==> src/rtl/mips_multicycle.sv <==
// Multi-cycle MIPS subset core: one shared ALU and one valid/ready memory port
// sequenced through FETCH/DECODE/EXEC/MEM/WB, plus a store-mapped output register.
module mips_multicycle #(
    parameter int                ADDR_W   = 16,
    parameter logic [ADDR_W-1:0] RESET_PC = '0,
    parameter logic [ADDR_W-1:0] OUT_ADDR = ADDR_W'(16'hFFEC),
    parameter int                NREGS    = 32
) (
    input  logic              Clk,
    input  logic              Reset,
    output logic              mem_req,
    output logic              mem_we,
    output logic [ADDR_W-1:0] mem_addr,
    output logic [31:0]       mem_wdata,
    input  logic [31:0]       mem_rdata,
    input  logic              mem_ready,
    output logic [31:0]       CPU_out,
    output logic              halted,
    output logic              illegal,
    output logic [ADDR_W-1:0] pc_out
);
    localparam int RI_W = (NREGS > 1) ? $clog2(NREGS) : 1;

    localparam logic [5:0] OP_R = 6'h00, OP_J = 6'h02, OP_BEQ = 6'h04, OP_ADDI = 6'h08;
    localparam logic [5:0] OP_ORI = 6'h0D, OP_LW = 6'h23, OP_SW = 6'h2B;
    localparam logic [5:0] FN_SLL = 6'h00, FN_ADD = 6'h20, FN_SUB = 6'h22;
    localparam logic [5:0] FN_AND = 6'h24, FN_OR = 6'h25, FN_SLT = 6'h2A;

    typedef enum logic [2:0] {S_FETCH, S_DECODE, S_EXEC, S_MEM, S_WB, S_HALT} state_t;

    state_t            state_reg, state_next;
    logic [ADDR_W-1:0] pc_reg, addr_reg;
    logic [31:0]       ir_reg, a_reg, b_reg, res_reg, cpu_out_reg;
    logic              illegal_reg;
    logic [31:0]       regs [NREGS];

    logic [5:0]  op, funct;
    logic [4:0]  rs, rt, rd, shamt, wr_idx;
    logic [31:0] simm, zimm, rs_val, rt_val, alu_res, pc32;
    logic        is_r, is_j, is_beq, is_ori, is_lw, is_sw, is_halt, r_ok, legal;
    logic        out_hit, misaligned, rf_we;
    logic [ADDR_W-1:0] addr_calc, br_target, j_target, pc_plus4;

    assign op    = ir_reg[31:26];
    assign rs    = ir_reg[25:21];
    assign rt    = ir_reg[20:16];
    assign rd    = ir_reg[15:11];
    assign shamt = ir_reg[10:6];
    assign funct = ir_reg[5:0];
    assign simm  = {{16{ir_reg[15]}}, ir_reg[15:0]};
    assign zimm  = {16'h0, ir_reg[15:0]};

    assign is_halt = (ir_reg == 32'hFFFF_FFFF);
    assign is_r    = (op == OP_R);
    assign is_j    = (op == OP_J);
    assign is_beq  = (op == OP_BEQ);
    assign is_ori  = (op == OP_ORI);
    assign is_lw   = (op == OP_LW);
    assign is_sw   = (op == OP_SW);
    assign r_ok    = (funct == FN_SLL) || (funct == FN_ADD) || (funct == FN_SUB) ||
                     (funct == FN_AND) || (funct == FN_OR)  || (funct == FN_SLT);
    assign legal   = is_r ? r_ok : (is_j || is_beq || is_ori || is_lw || is_sw || op == OP_ADDI);

    // Branch/jump targets are formed from the already-incremented PC.
    assign pc32       = 32'(pc_reg);
    assign pc_plus4   = pc_reg + ADDR_W'(4);
    assign addr_calc  = ADDR_W'(a_reg + simm);
    assign br_target  = ADDR_W'(pc32 + {simm[29:0], 2'b00});
    assign j_target   = ADDR_W'({pc32[31:28], ir_reg[25:0], 2'b00});
    assign misaligned = (addr_calc[1:0] != 2'b00);
    assign out_hit    = is_sw && (addr_reg == OUT_ADDR);

    assign wr_idx = is_r ? rd : rt;
    assign rf_we  = (state_reg == S_WB) && (wr_idx != 5'd0) && (32'(wr_idx) < 32'(NREGS));

    always_comb begin
        rs_val = '0;
        rt_val = '0;
        if (rs != 5'd0 && 32'(rs) < 32'(NREGS)) rs_val = regs[rs[RI_W-1:0]];
        if (rt != 5'd0 && 32'(rt) < 32'(NREGS)) rt_val = regs[rt[RI_W-1:0]];
    end

    always_comb begin
        alu_res = '0;
        if (is_r) begin
            case (funct)
                FN_ADD:  alu_res = a_reg + b_reg;
                FN_SUB:  alu_res = a_reg - b_reg;
                FN_AND:  alu_res = a_reg & b_reg;
                FN_OR:   alu_res = a_reg | b_reg;
                FN_SLT:  alu_res = {31'b0, $signed(a_reg) < $signed(b_reg)};
                FN_SLL:  alu_res = b_reg << shamt;
                default: alu_res = '0;
            endcase
        end else if (is_ori) begin
            alu_res = a_reg | zimm;
        end else begin
            alu_res = a_reg + simm;
        end
    end

    always_ff @(posedge Clk) begin
        if (Reset) begin
            for (int i = 0; i < NREGS; i++) regs[i] <= '0;
        end else if (rf_we) begin
            regs[wr_idx[RI_W-1:0]] <= res_reg;
        end
    end

    always_ff @(posedge Clk) begin
        if (Reset) state_reg <= S_FETCH;
        else       state_reg <= state_next;
    end

    always_comb begin
        state_next = state_reg;
        case (state_reg)
            S_FETCH:  if (mem_ready) state_next = S_DECODE;
            S_DECODE: begin
                if (is_halt || !legal) state_next = S_HALT;
                else if (is_j)         state_next = S_FETCH;
                else                   state_next = S_EXEC;
            end
            S_EXEC: begin
                if (is_beq)                state_next = S_FETCH;
                else if (is_lw || is_sw)   state_next = misaligned ? S_HALT : S_MEM;
                else                       state_next = S_WB;
            end
            S_MEM: begin
                if (out_hit)        state_next = S_FETCH;
                else if (mem_ready) state_next = is_lw ? S_WB : S_FETCH;
            end
            S_WB:    state_next = S_FETCH;
            default: state_next = S_HALT;
        endcase
    end

    // Reset gates the request so a transfer never starts while Reset is held.
    always_comb begin
        mem_req   = 1'b0;
        mem_we    = 1'b0;
        mem_addr  = pc_reg;
        mem_wdata = '0;
        if (!Reset) begin
            case (state_reg)
                S_FETCH: mem_req = 1'b1;
                S_MEM: begin
                    mem_addr = addr_reg;
                    if (!out_hit) begin
                        mem_req   = 1'b1;
                        mem_we    = is_sw;
                        mem_wdata = b_reg;
                    end
                end
                default: mem_req = 1'b0;
            endcase
        end
    end

    always_ff @(posedge Clk) begin
        if (Reset) begin
            pc_reg      <= RESET_PC;
            ir_reg      <= '0;
            a_reg       <= '0;
            b_reg       <= '0;
            res_reg     <= '0;
            addr_reg    <= '0;
            cpu_out_reg <= '0;
            illegal_reg <= 1'b0;
        end else begin
            case (state_reg)
                S_FETCH: if (mem_ready) begin
                    ir_reg <= mem_rdata;
                    pc_reg <= pc_plus4;
                end
                S_DECODE: begin
                    a_reg <= rs_val;
                    b_reg <= rt_val;
                    if (!is_halt && !legal) illegal_reg <= 1'b1;
                    if (!is_halt && is_j)   pc_reg <= j_target;
                end
                S_EXEC: begin
                    res_reg  <= alu_res;
                    addr_reg <= addr_calc;
                    if (is_beq && a_reg == b_reg)      pc_reg <= br_target;
                    if ((is_lw || is_sw) && misaligned) illegal_reg <= 1'b1;
                end
                S_MEM: begin
                    if (out_hit)                 cpu_out_reg <= b_reg;
                    else if (mem_ready && is_lw) res_reg <= mem_rdata;
                end
                default: ;
            endcase
        end
    end

    assign CPU_out = cpu_out_reg;
    assign halted  = (state_reg == S_HALT);
    assign illegal = illegal_reg;
    assign pc_out  = pc_reg;
endmodule

==> config.mk <==
export PLATFORM = sky130hd
export DESIGN_NAME = mips_multicycle
export DESIGN_NICKNAME = d
export VERILOG_FILES = /design/src/rtl/mips_multicycle.sv
export SDC_FILE = /design/constraint.sdc
export NUM_CORES = 2
export LEC_CHECK = 0
export CAP_MARGIN = 40
export CORE_MARGIN = 2
export CORE_UTILIZATION = 55
export CTS_BUF_LIST = sky130_fd_sc_hd__clkbuf_2 sky130_fd_sc_hd__clkbuf_4 sky130_fd_sc_hd__clkbuf_8
export CTS_CLUSTER_SIZE = 30
export DETAILED_ROUTE_END_ITERATION = 16
export DONT_BUFFER_PORTS = 1
export GPL_TIMING_DRIVEN = 0
export PLACE_DENSITY_LB_ADDON = 0.12
export SLEW_MARGIN = 15
export SYNTH_ARGS = -nofsm -noshare
export SYNTH_HDL_FRONTEND = slang
export SYNTH_SLANG_ARGS = --single-unit
export TNS_END_PERCENT = 20
==> constraint.sdc <==
create_clock -name Clk -period 6.5 [get_ports Clk]
set_clock_uncertainty 0.15 [all_clocks]
set_input_delay 1.3 -clock Clk [delete_from_list [all_inputs] [get_ports Clk]]
set_output_delay 1.3 -clock Clk [all_outputs]
set_load 0.005 [all_outputs]
## Word-level counts from Yosys, hierarchy flattened

Memory sizes are Yosys's and may differ from the RTL's. A register that Yosys moved wholly into a read port is not among the register bits.
Cells that the tools add are included.

- Bits in registers: 196
- Bits in writable memories: 1024
- Input bits: 35
- Output and inout port bits: 100
- Memories: 1

Memories:

| memory | words | bits a word | rd ports | clocked after Yosys merged registers in | write ports | RTL line | text |
|---|---|---|---|---|---|---|---|
| regs | 32 | 32 | 2 | 2 | 32 | 35 | `logic [31:0] regs [NREGS];` |

- Add/subtract/negate cells: 5
- Order comparisons: 1
- Equal/unequal tests: 27
- Shift-type cells: 1
- Muxes and demuxes: 50
- Bitwise gates (word level): 3
- Reductions and logical operators: 38

Operators with widths:

| kind | number |
|---|---|
| 2-to-1 mux 32 bit | 10 |
| case mux 32 bit (6 select lines) | 1 |
| 2-to-1 mux 16 bit | 5 |
| adder 32 bit | 2 |
| case mux 32 bit (2 select lines) | 1 |
| case mux 16 bit (3 select lines) | 1 |
| equality test 6 bit, second input constant | 7 |
| AND 32 bit | 1 |
| equality test 32 bit | 1 |
| equality test 32 bit, second input constant | 1 |
| < comparator 32 bit | 1 |
| bitwise OR 32 x 16 -> 32 bit | 1 |
| bitwise OR 32 bit | 1 |
| OR reduction 32 bit | 1 |
| left shift 32 x 5 -> 32 bit | 1 |
| subtractor 32 bit | 1 |
| 2-to-1 mux 5 bit | 6 |
| 2-to-1 mux 3 bit | 8 |
| adder 16 bit | 1 |
| adder 16 x 3 -> 16 bit, second input constant | 1 |
| equality test 16 bit, second input constant | 1 |
| case mux 3 bit (5 select lines) | 1 |
| nonzero test 5 bit | 3 |
| 2-to-1 mux 1 bit | 14 |
| 20 further kinds | 54 |

## Depth between registers and ports, before layout

- Depth after elaboration: 11
- Mapped depth: 14
- Gate-level depth less buffers: 14

## Worst setup path before layout

Ideal clock, no wire load.

- Path type: input -> output
- From: input Reset
- To: output mem_addr[10]
- Data arrival time: 2.591 ns
- Required time: 5.050 ns
- Setup slack: 2.459 ns
- Stages on the path: 4
- Path buffers: 2
- Path through: clkbuf_1 > nor2_1 > clkbuf_1 > mux2_2

- Longest elaborated chain between the ends: 1

RTL lines:

| element | RTL line | text |
|---|---|---|
| from (decl) | 10 | `input logic Reset,` |
| 2-to-1 mux 16 bit | 144 | `if (!Reset) begin` |
| to (decl) | 13 | `output logic [ADDR_W-1:0] mem_addr,` |

No other way between the ends.

## Worst setup path in the final report

- From: register ir_reg[8]
- To: register res_reg[24]

- Longest elaborated chain between the ends: 4
- Elaborated cells between the ends (all ways): 6

RTL lines:

| element | RTL line | text |
|---|---|---|
| from (decl) | 33 | `logic [31:0] ir_reg, a_reg, b_reg, res_reg, cpu_out_reg;` |
| from (signal assigned) | 173 | `ir_reg <= mem_rdata;` |
| adder 32 bit or left shift 32 x 5 -> 32 bit (tied branches) | 98, 92 |  |
| 2-to-1 mux 32 bit or case mux 32 bit (6 select lines) (tied branches) | 95, 86 |  |
| 2-to-1 mux 32 bit (*) | 85 | `if (is_r) begin` |
| case mux 32 bit (2 select lines) (*) | 171 | `case (state_reg)` |
| to (signal assigned) | 183 | `res_reg <= alu_res;` |
| to (signal assigned) | 190 | `else if (mem_ready && is_lw) res_reg <= mem_rdata;` |
| to (decl) | 33 |  |

Mark *: on every way between the ends. The rest lies on a longest branch, timed or not.
A chain may end at the register's enable or synchronous reset.

==> flow_summary.html <==
<table>
<tr><th>Metric</th><th>Value</th></tr>
<tr><th colspan="2">Place</th></tr>
<tr><td>Post-DP HPWL</td><td>225300 um</td></tr>
<tr><td>Final weighted congestion in routability-driven placement</td><td>1.091</td></tr>
<tr><td>Number of instances in the placed design</td><td>7579</td></tr>
<tr><td>Number of buffers inserted by port buffering</td><td>0</td></tr>
<tr><th colspan="2">Synthesis</th></tr>
<tr><td>Multiplexer fraction of the synthesized cell area</td><td>0.2240</td></tr>
<tr><td>Fraction of synthesized cell area in xor and xnor cells</td><td>0.007512</td></tr>
<tr><td>Number of enable-type register cells in the synthesized netlist</td><td>1024</td></tr>
<tr><td>Largest area contributor in the synthesized netlist</td><td>sky130_fd_sc_hd__edfxtp_1</td></tr>
<tr><td>Number of distinct standard cells referenced by the synthesized netlist</td><td>98</td></tr>
<tr><td>Most area-consuming cells after synthesis</td><td>sky130_fd_sc_hd__edfxtp_1 (43%), sky130_fd_sc_hd__mux4_2 (21%), sky130_fd_sc_hd__and2_1 (8.7%)</td></tr>
<tr><td>Fraction of the mapped netlist area in simple logic gates</td><td>0.1499</td></tr>
<tr><td>Proportion of netlist area held by the largest area contributor</td><td>0.4254</td></tr>
<tr><td>Total number of yosys warnings</td><td>0</td></tr>
<tr><td>Post-synthesis async set-or-reset flop share</td><td>0</td></tr>
<tr><td>Mapped Avg Cell Area</td><td>12.77 um2</td></tr>
<tr><td>Fraction of the mapped netlist area in compound gates</td><td>0.07057</td></tr>
<tr><td>Most used DFF post-synth</td><td>sky130_fd_sc_hd__edfxtp_1</td></tr>
<tr><td>Number of cells produced by synthesis</td><td>5659</td></tr>
<tr><td>Dominant combinational cell family by area after synthesis</td><td>multiplexers</td></tr>
<tr><td>Fraction of the mapped netlist area in adder cells</td><td>0.02949</td></tr>
<tr><td>Sequential share of the synthesized area</td><td>0.4819</td></tr>
<tr><td>#FFs+latches synth</td><td>1228</td></tr>
<tr><td>Cell area after synthesis</td><td>0.07229 mm2</td></tr>
<tr><th colspan="2">Timing</th></tr>
<tr><td>Number of endpoints with negative hold slack in the final report</td><td>0</td></tr>
<tr><td>Smallest hold slack</td><td>0.2977 ns</td></tr>
<tr><td>Setup repair after global routing missed its margin</td><td>no</td></tr>
<tr><td>Period Utilization, post-route</td><td>0.9791</td></tr>
<tr><td>Sum of negative setup slack</td><td>0 ns</td></tr>
<tr><td>Max-slew violation count</td><td>0</td></tr>
<tr><td>Rel. slew slack</td><td>0.3493</td></tr>
<tr><td>Final critical delay including setup and external delays</td><td>6.364 ns</td></tr>
<tr><td>Number of setup violations in the final report</td><td>0</td></tr>
<tr><td>Max frequency</td><td>157.1 MHz</td></tr>
<tr><td>Worst-Margin Slew</td><td>0.9740 ns</td></tr>
<tr><th colspan="2">Clock tree</th></tr>
<tr><td>Number of buffers on the longest clock path</td><td>3</td></tr>
<tr><td>Level count of the clock H-tree</td><td>4</td></tr>
<tr><td>CTS tree</td><td>yes</td></tr>
<tr><td>Clock latency at the later pin of the worst-skew pair</td><td>1.00 ns</td></tr>
<tr><td>Root buffer cell</td><td>sky130_fd_sc_hd__clkbuf_8</td></tr>
<tr><td>Hold_buf cts</td><td>0</td></tr>
<tr><td>Clock sink total</td><td>1228</td></tr>
<tr><td>Clock transition at the register clock pins on the worst setup and hold paths after CTS</td><td>0.07 ns</td></tr>
<tr><td>Number of clock buffers inserted by TritonCTS</td><td>204</td></tr>
<tr><th colspan="2">Route</th></tr>
<tr><td>Per-cell via count in the routed design</td><td>6.625</td></tr>
<tr><td>Routed met3 length</td><td>30470 um</td></tr>
<tr><td>Total Routed Length</td><td>275800 um</td></tr>
<tr><td>Routed length on met1</td><td>94280 um</td></tr>
<tr><td>Via total after detailed routing</td><td>53122</td></tr>
<tr><td>Uppermost metal layer occupied by signal nets</td><td>met5</td></tr>
<tr><td>Per-cell routed wire length</td><td>34.40 um</td></tr>
<tr><td>Initial DRC Count</td><td>7132</td></tr>
<tr><td>Met2 wire length</td><td>129200 um</td></tr>
<tr><td>Remaining routing DRC violations</td><td>0</td></tr>
<tr><td>Detail Route Antenna Nets</td><td>0</td></tr>
<tr><td>Length of the first detailed-routing pass in iterations</td><td>5</td></tr>
<tr><th colspan="2">Setup path</th></tr>
<tr><td>Worst reg2reg path endpoint</td><td>res_reg[24]$_SDFFE_PP0P_</td></tr>
<tr><td>Worst reg2reg setup slack</td><td>0.14 ns</td></tr>
<tr><td>Type of the worst setup path</td><td>reg -&gt; reg</td></tr>
<tr><td>Highest fanout seen on the critical path</td><td>10</td></tr>
<tr><td>Worst path max stage delay</td><td>0.75 ns</td></tr>
<tr><td>Req. time, crit path</td><td>7.16 ns</td></tr>
<tr><td>Worst setup path start</td><td>ir_reg[8]$_SDFFE_PP0P_</td></tr>
<tr><td>Top cell by count, worst path</td><td>sky130_fd_sc_hd__nor4_1</td></tr>
<tr><td>Max stage delay cell, worst path</td><td>sky130_fd_sc_hd__o22ai_2</td></tr>
<tr><td>Series of cell instances along the critical path</td><td>buf_2 -&gt; clkinv_1 -&gt; clkbuf_1 -&gt; ha_1 -&gt; nand3_1 -&gt; o22ai_2 -&gt; nor4_1 -&gt; a211oi_2 -&gt; o21ai_0 -&gt; o21ai_1 -&gt; a31oi_1 -&gt; xnor2_1 -&gt; a221oi_1 -&gt; nor4_1</td></tr>
<tr><td>Critical path endpoint category</td><td>flop</td></tr>
<tr><td>Cell depth of the worst flop-to-flop path</td><td>14</td></tr>
<tr><td>Critical path destination</td><td>res_reg[24]$_SDFFE_PP0P_</td></tr>
<tr><td>Data arrival time at the worst-slack endpoint</td><td>7.03 ns</td></tr>
<tr><td>Startpoint type of the worst setup path</td><td>flop</td></tr>
<tr><td>Reg-to-Reg Start</td><td>ir_reg[8]$_SDFFE_PP0P_</td></tr>
<tr><th colspan="2">Floorplanning</th></tr>
<tr><td>Core region area</td><td>0.1310 mm2</td></tr>
<tr><td>Starting Density</td><td>0.5520</td></tr>
<tr><td>Cell Rows</td><td>133</td></tr>
<tr><td>Die area</td><td>0.1344 mm2</td></tr>
<tr><td>Die extent in y</td><td>366.5 um</td></tr>
<tr><td>X dimension of the die</td><td>366.5 um</td></tr>
<tr><td>I/O pin total</td><td>135</td></tr>
<tr><th colspan="2">Global routing</th></tr>
<tr><td>Vias in the first global route</td><td>52235</td></tr>
<tr><td>Remaining Overflow, GRT</td><td>0</td></tr>
<tr><td>Antenna violations before repair</td><td>22</td></tr>
<tr><td>First-pass GRT wire length</td><td>384200 um</td></tr>
<tr><td>GRT Total Usage</td><td>0.4094</td></tr>
<tr><td>Largest net degree at the start of global routing</td><td>33</td></tr>
<tr><th colspan="2">Cells and area</th></tr>
<tr><td>Largest Register</td><td>regs</td></tr>
<tr><td>Leading cell type in the layout, fill and taps excluded</td><td>sky130_fd_sc_hd__edfxtp_1</td></tr>
<tr><td>Flip-flop count of the largest register, all copies and words added</td><td>1024</td></tr>
<tr><td>Count of non-filler cells in the finished layout</td><td>8018</td></tr>
<tr><td>Commonest non-fill, non-tap cells in the layout</td><td>sky130_fd_sc_hd__edfxtp_1 (1024), sky130_fd_sc_hd__and2_1 (1000), sky130_fd_sc_hd__mux4_2 (666), sky130_fd_sc_hd__nor2_1 (393), sky130_fd_sc_hd__clkbuf_1 (313)</td></tr>
<tr><td>Share of final-layout standard cells stronger than drive strength 1</td><td>0.2334</td></tr>
<tr><td>Number of nets in the layout</td><td>6279</td></tr>
<tr><td>Signed area change from the synthesized netlist to the final layout</td><td>12.69%</td></tr>
<tr><td># fillers</td><td>10308</td></tr>
<tr><th colspan="2">Power and ir drop</th></tr>
<tr><td>PD cells</td><td>299.0 mW/mm2</td></tr>
<tr><td>Static leakage</td><td>28.67 nW</td></tr>
<tr><td>Worst voltage drop across the vdd grid</td><td>231.2 uV</td></tr>
<tr><th colspan="2">Outcome</th></tr>
<tr><td>Result of the run</td><td>finished clean</td></tr>
<tr><th colspan="2">Run</th></tr>
<tr><td>Number of violations of the max-capacitance limit</td><td>0</td></tr>
<tr><th colspan="2">Worst hold path</th></tr>
<tr><td>Hold depth</td><td>2</td></tr>
<tr><td>Path class of the lowest-slack min-delay path</td><td>in -&gt; reg</td></tr>
</table>
metrics by stage:
| step | power (mW) | worst slack, ns | utilization | area [um2] |
|---|---|---|---|---|
| after global placement | 16.23 | -0.5864 | 0.5697 | 74610 |
| after floorplan | 13.50 | 2.459 | - | 72410 |
| after global routing | 24.88 | 0.02249 | 0.6218 | 81430 |
| after CTS | 23.99 | 0.2193 | 0.6158 | 80650 |
| after detailed placement | 16.56 | -0.03562 | 0.5820 | 76220 |
| final | 24.36 | 0.1358 | 0.6220 | 81460 |
critical path: cells and delay by family, from the launching register on:
kind,cells,cell delay (ns)
AOI/OAI and AO/OA,6,3.16
buffers and inverters,3,1.09
xor gates and xnor gates,1,0.18
DFF,1,0.66
and+or+nand+nor,3,0.42
adders and majority gates,1,0.52
worst min path at each step:
stage / start / endpoint / slack [ns]
after detailed placement: addr_reg[2]$_SDFFE_PP0P_ / addr_reg[2]$_SDFFE_PP0P_ / 0.31
after floorplan: addr_reg[4]$_SDFFE_PP0P_ / addr_reg[4]$_SDFFE_PP0P_ / 0.29
after global placement: addr_reg[0]$_SDFFE_PP0P_ / addr_reg[0]$_SDFFE_PP0P_ / 0.31
final: mem_rdata[8] / ir_reg[8]$_SDFFE_PP0P_ / 0.30
after CTS: mem_rdata[8] / ir_reg[8]$_SDFFE_PP0P_ / 0.24
after global routing: mem_rdata[5] / ir_reg[5]$_SDFFE_PP0P_ / 0.29
layer usage:
| metal | global-route usage | up-vias |
|---|---|---|
| met2 | 0.6568 | 3540 |
| met1 | 0.5002 | 26504 |
| li1 | - | 22282 |
| met5 | 0 | - |
| met4 | 0.2634 | 18 |
| met3 | 0.09591 | 778 |
cells by family after synthesis:
family | Yosys count
buffers and inverters | 650
muxes | 782
other | 1
DFF | 1228
xor gates and xnor gates | 62
and+or+nand+nor | 1986
AOI/OAI and AO/OA | 782
adders and majority gates | 168
cells in the mapped netlist, types with 10 or more instances:
cell type                  count
sky130_fd_sc_hd__a31oi_1      22
sky130_fd_sc_hd__o21bai_1     19
sky130_fd_sc_hd__nor3_1       60
sky130_fd_sc_hd__nand4_1      22
sky130_fd_sc_hd__clkbuf_1    325
sky130_fd_sc_hd__a311oi_1     10
sky130_fd_sc_hd__a21oi_1     303
sky130_fd_sc_hd__xnor2_1      49
sky130_fd_sc_hd__nor2_2       11
sky130_fd_sc_hd__nor2_4       11
sky130_fd_sc_hd__a21o_1       34
sky130_fd_sc_hd__and2_1     1000
sky130_fd_sc_hd__inv_1       121
sky130_fd_sc_hd__ha_1        164
sky130_fd_sc_hd__o21ai_0     113
sky130_fd_sc_hd__nor2b_1      11
sky130_fd_sc_hd__clkbuf_2     19
sky130_fd_sc_hd__o31ai_1      17
sky130_fd_sc_hd__buf_2        93
sky130_fd_sc_hd__nand2b_1     11
sky130_fd_sc_hd__edfxtp_1   1024
sky130_fd_sc_hd__or2_2        39
sky130_fd_sc_hd__mux2_2       24
sky130_fd_sc_hd__dfxtp_1     204
sky130_fd_sc_hd__nor2_1      394
sky130_fd_sc_hd__o221ai_1     32
sky130_fd_sc_hd__and3_1       13
sky130_fd_sc_hd__o21a_1       15
sky130_fd_sc_hd__or3_1        16
sky130_fd_sc_hd__a221oi_1     33
sky130_fd_sc_hd__o22ai_1      14
sky130_fd_sc_hd__mux4_2      666
sky130_fd_sc_hd__buf_1        77
sky130_fd_sc_hd__nand3_1      37
sky130_fd_sc_hd__o211ai_1     19
sky130_fd_sc_hd__xor2_1       13
sky130_fd_sc_hd__nor4_1       53
sky130_fd_sc_hd__a211oi_1     39
sky130_fd_sc_hd__mux2i_1      91
sky130_fd_sc_hd__nand2_1     261
layout make-up:
class	count	area [um2]	area share
antenna	16	40.04	0.0004915
buffer	524	2201	0.02702
clock buffer	267	3324	0.04081
clock inverter	110	1105	0.01356
inverter	126	473.0	0.005806
multi-input combinational	3814	34980	0.4294
sequential	1228	34830	0.4276
tap	1755	2196	0.02695
timing repair buffer	178	2313	0.02840
power by group:
group / switching, mW / total [mW] / internal (mW)
clock network: 3.44 / 7.57 / 4.13
logic: 4.74 / 7.49 / 2.76
registers: 0.424 / 9.29 / 8.87
what timing repair did:
action / 4_1_cts / 5_1_grt
setup buffers: 0 / 0
resized for setup: 1 / 1
setup endpoints to repair: 1 / 1
(Power assumes the default switching activity.)
